**config.mk**
```make
export PLATFORM = sky130hd
export DESIGN_NAME = dmem_io_responder_flat
export DESIGN_NICKNAME = d
export VERILOG_FILES = /design/src/rtl/dmem_io_responder_if.sv /design/src/rtl/dmem_io_responder.sv /design/src/flat_wrapper.sv
export SDC_FILE = /design/constraint.sdc
export NUM_CORES = 1
export LEC_CHECK = 0
export BUFFER_PORTS_ARGS = -buffer_cell sky130_fd_sc_hd__buf_2
export CELL_PAD_IN_SITES_DETAIL_PLACEMENT = 1
export CELL_PAD_IN_SITES_GLOBAL_PLACEMENT = 2
export CORE_MARGIN = 2
export CORE_UTILIZATION = 31
export CTS_CLUSTER_DIAMETER = 150
export DETAILED_ROUTE_END_ITERATION = 10
export HOLD_SLACK_MARGIN = 0.1
export PLACE_DENSITY_LB_ADDON = 0.15
export SETUP_SLACK_MARGIN = 0.1
export SLEW_MARGIN = 0
export SYNTH_ARGS = -nofsm -noshare
export SYNTH_HDL_FRONTEND = slang
export SYNTH_SLANG_ARGS = --single-unit
```
**constraint.sdc**
```tcl
create_clock -name clk -period 4.23 [get_ports clk]
set_input_delay 0.423 -clock clk [delete_from_list [all_inputs] [get_ports clk]]
set_output_delay 0.423 -clock clk [all_outputs]
set_load 0.05 [all_outputs]
```
**src/rtl/dmem_io_responder_if.sv**
```systemverilog
`default_nettype none
// ============================================================================
// Module   : dmem_io_responder_if
// Brief    : X-stage load/store request bus and M-stage load response.
// Revision : 1.0
// ============================================================================
interface dmem_io_responder_if;
    logic [31:0] req_addr;
    logic [31:0] req_wdata;
    logic        req_we;
    logic        req_re;
    logic [2:0]  req_size;
    logic [31:0] rdata;
    logic        misalign_err;

    modport master (
        output req_addr, req_wdata, req_we, req_re, req_size,
        input  rdata, misalign_err
    );

    modport slave (
        input  req_addr, req_wdata, req_we, req_re, req_size,
        output rdata, misalign_err
    );
endinterface
`default_nettype wire

```
**src/rtl/dmem_io_responder.sv**
```systemverilog
`default_nettype none
// ============================================================================
// Module   : dmem_io_responder
// Brief    : Byte-masked data memory front end plus UART/counter MMIO.
// Revision : 1.0
// ============================================================================
module dmem_io_responder #(
    parameter int DMEM_AWIDTH = 14
) (
    input  wire logic                   clk,
    input  wire logic                   reset,
    dmem_io_responder_if.slave          bus,
    input  wire logic                   inst_retire,
    output logic [DMEM_AWIDTH-1:0]      dmem_addr,
    output logic [31:0]                 dmem_wdata,
    output logic [3:0]                  dmem_wmask,
    input  wire logic [31:0]            dmem_rdata,
    output logic [7:0]                  uart_tx_data,
    output logic                        uart_tx_valid,
    input  wire logic                   uart_tx_ready,
    input  wire logic [7:0]             uart_rx_data,
    input  wire logic                   uart_rx_valid,
    output logic                        uart_rx_ready
);

    localparam logic [3:0] C_REGION_DMEM = 4'h1;
    localparam logic [3:0] C_REGION_MMIO = 4'h8;

    localparam logic [7:0] C_OFF_STATUS  = 8'h00;
    localparam logic [7:0] C_OFF_RX      = 8'h04;
    localparam logic [7:0] C_OFF_TX      = 8'h08;
    localparam logic [7:0] C_OFF_CYCLE   = 8'h10;
    localparam logic [7:0] C_OFF_INSTRET = 8'h14;
    localparam logic [7:0] C_OFF_CNT_CLR = 8'h18;

    localparam logic [1:0] C_SZ_B = 2'b00;
    localparam logic [1:0] C_SZ_H = 2'b01;
    localparam logic [1:0] C_SZ_W = 2'b10;

    localparam logic [2:0] C_F3_LB  = 3'b000;
    localparam logic [2:0] C_F3_LH  = 3'b001;
    localparam logic [2:0] C_F3_LW  = 3'b010;
    localparam logic [2:0] C_F3_LBU = 3'b100;
    localparam logic [2:0] C_F3_LHU = 3'b101;

    // Request decode
    logic        w_is_dmem;
    logic        w_is_mmio;
    logic [7:0]  w_off;
    logic [1:0]  w_lo;
    logic [1:0]  w_sz;
    logic        w_misaligned;
    logic        w_mmio_ok;
    logic [3:0]  w_lane_mask;
    logic [31:0] w_lane_wdata;
    logic [31:0] w_mmio_rdata;
    logic        w_tx_store;
    logic        w_cnt_clear;
    logic        w_unused;

    // State
    logic [31:0] r_cycle;
    logic [31:0] r_instret;
    logic        r_tx_valid;
    logic [7:0]  r_tx_data;

    // Load pipeline register
    logic        r_re_q;
    logic        r_is_dmem;
    logic        r_is_mmio;
    logic [1:0]  r_lo;
    logic [2:0]  r_size;
    logic [31:0] r_mmio_q;
    logic        r_misalign;

    // Load extraction
    logic [31:0] w_src;
    logic [7:0]  w_byte;
    logic [15:0] w_half;
    logic [31:0] w_load_data;

    assign w_is_dmem = (bus.req_addr[31:28] == C_REGION_DMEM);
    assign w_is_mmio = (bus.req_addr[31:28] == C_REGION_MMIO);
    assign w_off     = bus.req_addr[7:0];
    assign w_lo      = bus.req_addr[1:0];
    assign w_sz      = bus.req_size[1:0];
    assign w_unused  = &{1'b0, bus.req_addr};

    assign w_misaligned = ((w_sz == C_SZ_H) && w_lo[0]) ||
                          ((w_sz == C_SZ_W) && (w_lo != 2'b00));
    assign w_mmio_ok    = w_is_mmio && !w_misaligned;

    always_comb begin
        w_lane_mask  = 4'b0000;
        w_lane_wdata = bus.req_wdata;
        case (w_sz)
            C_SZ_B: begin
                w_lane_mask  = 4'b0001 << w_lo;
                w_lane_wdata = {4{bus.req_wdata[7:0]}};
            end
            C_SZ_H: begin
                w_lane_mask  = 4'b0011 << {w_lo[1], 1'b0};
                w_lane_wdata = {2{bus.req_wdata[15:0]}};
            end
            C_SZ_W: w_lane_mask = 4'b1111;
            default: w_lane_mask = 4'b0000;
        endcase
    end

    assign dmem_addr  = bus.req_addr[DMEM_AWIDTH+1:2];
    assign dmem_wdata = w_lane_wdata;
    assign dmem_wmask = (bus.req_we && w_is_dmem && !w_misaligned) ? w_lane_mask : 4'b0000;

    always_comb begin
        w_mmio_rdata = 32'h0;
        case (w_off)
            C_OFF_STATUS:  w_mmio_rdata = {30'h0, uart_rx_valid, ~r_tx_valid};
            C_OFF_RX:      w_mmio_rdata = {24'h0, uart_rx_data};
            C_OFF_CYCLE:   w_mmio_rdata = r_cycle;
            C_OFF_INSTRET: w_mmio_rdata = r_instret;
            default:       w_mmio_rdata = 32'h0;
        endcase
    end

    // Only full-word or byte reads of the RX register consume the byte.
    assign uart_rx_ready = bus.req_re && w_mmio_ok && (w_off == C_OFF_RX) &&
                           ((bus.req_size == C_F3_LW) || (bus.req_size == C_F3_LB) ||
                            (bus.req_size == C_F3_LBU));

    // A buffer draining this cycle may be refilled on the same edge.
    assign w_tx_store  = bus.req_we && w_mmio_ok && (w_off == C_OFF_TX) &&
                         (!r_tx_valid || uart_tx_ready);
    assign w_cnt_clear = bus.req_we && w_mmio_ok && (w_off == C_OFF_CNT_CLR);

    always_ff @(posedge clk) begin
        if (reset) begin
            r_cycle    <= 32'h0;
            r_instret  <= 32'h0;
            r_tx_valid <= 1'b0;
            r_tx_data  <= 8'h0;
            r_re_q     <= 1'b0;
            r_is_dmem  <= 1'b0;
            r_is_mmio  <= 1'b0;
            r_lo       <= 2'b00;
            r_size     <= 3'b000;
            r_mmio_q   <= 32'h0;
            r_misalign <= 1'b0;
        end else begin
            r_cycle <= w_cnt_clear ? 32'h0 : r_cycle + 32'd1;
            if (w_cnt_clear) begin
                r_instret <= 32'h0;
            end else if (inst_retire) begin
                r_instret <= r_instret + 32'd1;
            end

            if (w_tx_store) begin
                r_tx_valid <= 1'b1;
                r_tx_data  <= bus.req_wdata[7:0];
            end else if (uart_tx_ready) begin
                r_tx_valid <= 1'b0;
            end

            r_re_q     <= bus.req_re && !w_misaligned;
            r_is_dmem  <= w_is_dmem;
            r_is_mmio  <= w_is_mmio;
            r_lo       <= w_lo;
            r_size     <= bus.req_size;
            r_mmio_q   <= w_mmio_rdata;
            r_misalign <= (bus.req_we || bus.req_re) && w_misaligned;
        end
    end

    assign w_src  = r_is_dmem ? dmem_rdata : (r_is_mmio ? r_mmio_q : 32'h0);
    assign w_byte = w_src[{r_lo, 3'b000} +: 8];
    assign w_half = r_lo[1] ? w_src[31:16] : w_src[15:0];

    always_comb begin
        w_load_data = 32'h0;
        if (r_re_q) begin
            case (r_size)
                C_F3_LB:  w_load_data = {{24{w_byte[7]}}, w_byte};
                C_F3_LH:  w_load_data = {{16{w_half[15]}}, w_half};
                C_F3_LW:  w_load_data = w_src;
                C_F3_LBU: w_load_data = {24'h0, w_byte};
                C_F3_LHU: w_load_data = {16'h0, w_half};
                default:  w_load_data = 32'h0;
            endcase
        end
    end

    assign bus.rdata        = w_load_data;
    assign bus.misalign_err = r_misalign;
    assign uart_tx_data     = r_tx_data;
    assign uart_tx_valid    = r_tx_valid;

endmodule
`default_nettype wire

```
**src/flat_wrapper.sv**
```systemverilog
// flat-port wrapper written by rule: the top's interface ports become plain ports
module dmem_io_responder_flat 
#(
    parameter int DMEM_AWIDTH = 14
)
  (clk, reset, inst_retire, dmem_addr, dmem_wdata, dmem_wmask, dmem_rdata, uart_tx_data, uart_tx_valid, uart_tx_ready, uart_rx_data, uart_rx_valid, uart_rx_ready, bus_req_addr, bus_req_wdata, bus_req_we, bus_req_re, bus_req_size, bus_rdata, bus_misalign_err);
  dmem_io_responder_if bus_i ();
  input  wire logic clk;
  input  wire logic reset;
  input  wire logic inst_retire;
  output logic [DMEM_AWIDTH-1:0] dmem_addr;
  output logic [31:0] dmem_wdata;
  output logic [3:0] dmem_wmask;
  input  wire logic [31:0] dmem_rdata;
  output logic [7:0] uart_tx_data;
  output logic uart_tx_valid;
  input  wire logic uart_tx_ready;
  input  wire logic [7:0] uart_rx_data;
  input  wire logic uart_rx_valid;
  output logic uart_rx_ready;
  input wire logic [$bits(bus_i.req_addr)-1:0] bus_req_addr;
  input wire logic [$bits(bus_i.req_wdata)-1:0] bus_req_wdata;
  input wire logic [$bits(bus_i.req_we)-1:0] bus_req_we;
  input wire logic [$bits(bus_i.req_re)-1:0] bus_req_re;
  input wire logic [$bits(bus_i.req_size)-1:0] bus_req_size;
  output wire logic [$bits(bus_i.rdata)-1:0] bus_rdata;
  output wire logic [$bits(bus_i.misalign_err)-1:0] bus_misalign_err;
  assign bus_i.req_addr = bus_req_addr;
  assign bus_i.req_wdata = bus_req_wdata;
  assign bus_i.req_we = bus_req_we;
  assign bus_i.req_re = bus_req_re;
  assign bus_i.req_size = bus_req_size;
  assign bus_rdata = bus_i.rdata;
  assign bus_misalign_err = bus_i.misalign_err;
  dmem_io_responder #(.DMEM_AWIDTH(DMEM_AWIDTH)) u_core (.clk(clk), .reset(reset), .bus(bus_i), .inst_retire(inst_retire), .dmem_addr(dmem_addr), .dmem_wdata(dmem_wdata), .dmem_wmask(dmem_wmask), .dmem_rdata(dmem_rdata), .uart_tx_data(uart_tx_data), .uart_tx_valid(uart_tx_valid), .uart_tx_ready(uart_tx_ready), .uart_rx_data(uart_rx_data), .uart_rx_valid(uart_rx_valid), .uart_rx_ready(uart_rx_ready));
endmodule
```
==> results.cfg <==
[timing]
setup_ws_ns = 0.5080
setup_viol_count_final = 0
min_period_over_period_pct = 87.99
finalHoldViolations = 0
clock_skew_ns = 0.006730
fmax_ghz = 0.2687
tns_ns = 0
slew_headroom_pct = 17.75
min_period_ns = 3.722
tightest_slew_ns = 1.226
finalMaxSlewViolations = 0
grt_setup_unrepaired = false

[clocking]
clkLatencyLatePin_ns = 0.42
cts_tree = yes
cts-resized-gates = 0
cts.htree.levels = 4
hold_buffers = 0
cts.reportedPaths.clkPinSlew_ns = 0.05
cts-buffers-inserted = 17
post-cts-setup-buffers = 0
clock_path_buffers = 2
clock-sinks = 114
root_buffer = clkbuf_16

[worst_setup_path]
critical_path.cell_chain = buf_4, a21oi_1, a221oi_1, o21ai_1, a31oi_1, buf_2
cp_max_fo = 34
crit_family = compound AO/OA/AOI/OAI gates
worstSetupStartpointType = flop
crit_start = u_core.r_is_dmem
worst-path-buf-inv = 2
max_stage_delay_ns = 0.92
crit_required_ns = 3.81
end_kind = output port
crit_type = reg2out
cpMaxStageDelayCell = dfxtp_1
arrival_ns = 3.30
r2r_start = u_core.r_instret[0]

[die]
ios = 207
core_area_um2 = 21020
die_y_um = 150.5
initial_core_util_pct = 31.66
rows = 53
dieArea_um2 = 22660
die_w_um = 150.5

[finish]
areaGrowthSynthToFinish_pct = 22.11
layout.nets = 1067
drive_above_1_share_pct = 25.34
antenna_cells = 0

[drt]
totalWireLength_um = 23170
wl_per_cell_um = 18.72
drt.antenna.violating_nets = 0
firstDrtPassIters = 5
drt-initial-drc-count = 235
drc = 0
via_per_inst = 5.321
num_vias = 6588

[logic_synthesis]
syn_area_per_cell_um2 = 8.047
synth-edff-count = 0
ys_warn_count = 0
ys_types = 58
synth_flop_cell = dfxtp_1
synth-seq-area-share_pct = 34.29
synthArstFlopShare_pct = 0
syn_nets = 943
synth_area_um2 = 6655
synth_cells = 827
synth_seq_cells = 114

[global_routing]
grt_max_degree = 60
gr-total-overflow = 0
grt_pass1_vias = 6632
track_usage_pct = 20.69
grt_pass1_wl_um = 36350
antenna_found_initial = 0

[place]
gp_congestion = 0.7620
dp_worst_setup_slack_ns = 0.9273
numPortBuffers = 178
hpwl_um = 17620

[power]
leakage_nw = 3.112
peakVddDrop_v = 0.0002456
pwr_density_cell_nw_per_um2 = 350.1

[outcome]
status = completed

[flow_run]
cap_violations = 0

[min_path]
hold_path_startpoint = bus_req_size[2]
hold_class = in2reg
report_power, final:
part / switching [mW] / internal, mW / total (mW)
Sequential: 0.0164 / 1.08 / 1.10
Clock: 0.482 / 0.910 / 1.39
Combinational: 0.241 / 0.112 / 0.353
Total: 0.739 / 2.11 / 2.85
worst paths after layout:
kind | endpoint | slack (ns) | cells past startpoint
worst max-delay path | bus_rdata[16] | 0.51 | 6
worst min-delay path | u_core.r_size[2] | 0.24 | 2
worst min register to register | u_core.uart_tx_data[5] | 0.48 | 2
worst max register to register | u_core.r_instret[24] | 1.77 | 5
registers in the layout (all words and copies together) (netlist names):
signal and cells:
u_core.uart_tx_valid 1, u_core.r_mmio_q 32, u_core.r_size 3, u_core.uart_tx_data 8, u_core.r_instret 32, u_core.r_is_mmio 1
u_core.r_is_dmem 1, u_core.r_cycle 32, u_core.bus.misalign_err 1, u_core.r_lo 2, u_core.r_re_q 1
worst register-to-register path, cell delays in order, from the launching register on:
cell,delay [ns]
dfxtp_1,0.45
ha_1,0.26
nand2_1,0.21
or4_1,0.77
or4_1,0.55
a21oi_1,0.15
cells in the final DEF, fill, tap and decap left out, types with 18 or more instances in the layout:
cell      instances
buf_2           178
nand3_1          18
dfxtp_1         114
a21oi_1          66
a31oi_1          18
nand4_1          31
o31ai_1          24
mux2_2           22
a22oi_1          20
nand2_1          97
mux2i_1          36
nand3b_1         19
o21ai_0          28
or4_1            28
nor2_1           67
area by class of cell:
class	count	area, um2
Fill cell	2608	12890
Multi-Input combinational cell	618	3915
Sequential cell	114	2282
Timing Repair Buffer	187	958.4
Clock buffer	27	533.0
Tap cell	275	344.1
Inverter	13	48.80
Clock inverter	4	45.04
cell usage after synthesis, drive strengths merged, types with 8 or more instances:
cell	count	share of area [%]
a21oi	66	5.0
a22oi	20	2.3
a31oi	18	1.7
a32oi	9	1.2
and2	8	0.75
and4	9	1.2
buf	36	3.6
clkbuf	46	2.6
dfxtp	114	34
inv	13	0.73
mux2	22	3.7
mux2i	36	5.4
nand2	97	5.5
nand3	18	1.4
nand3b	19	2.1
nand4	33	3.3
nor2	67	3.8
nor2b	8	0.75
nor4	8	0.75
o21ai	30	2.3
o31ai	24	2.7
or3	9	0.85
or4	29	3.3
xnor2	9	1.2
xor2	16	2.1
metal layers:
layer	up-vias	GRT usage [%]	share of wire [%]
met5	-	0	0
met4	0	4.717	0.88
met3	14	3.485	3.7
met1	3143	27.21	45
li1	3287	-	-
met2	144	35.41	50
stage by stage:
step                      hold WS (ns)  total power, mW  util [%]  area [um2]  cells
final                           0.2384            2.845     38.66        8127   1238
after global routing            0.2522            2.962     38.66        8127   1238
after CTS                       0.2204            2.881     38.66        8127   1238
after detailed placement        0.4723            1.478     35.91        7548   1207
after global placement          0.4590            1.477     35.91        7548   1207
after floorplan                 0.4494            1.387         -        6655    827
logic make-up after synthesis:
| kind of cell | count (synthesis) | share of synthesized area (%) |
|---|---|---|
| buf+inv | 95 | 6.956 |
| simple gates | 333 | 26.43 |
| compound gates | 199 | 19.18 |
| flops | 114 | 34.29 |
| xor+xnor | 25 | 3.290 |
| fa+ha+maj | 2 | 0.3760 |
| mux | 59 | 9.476 |
No activity file was read; power rests on OpenSTA's default activity.
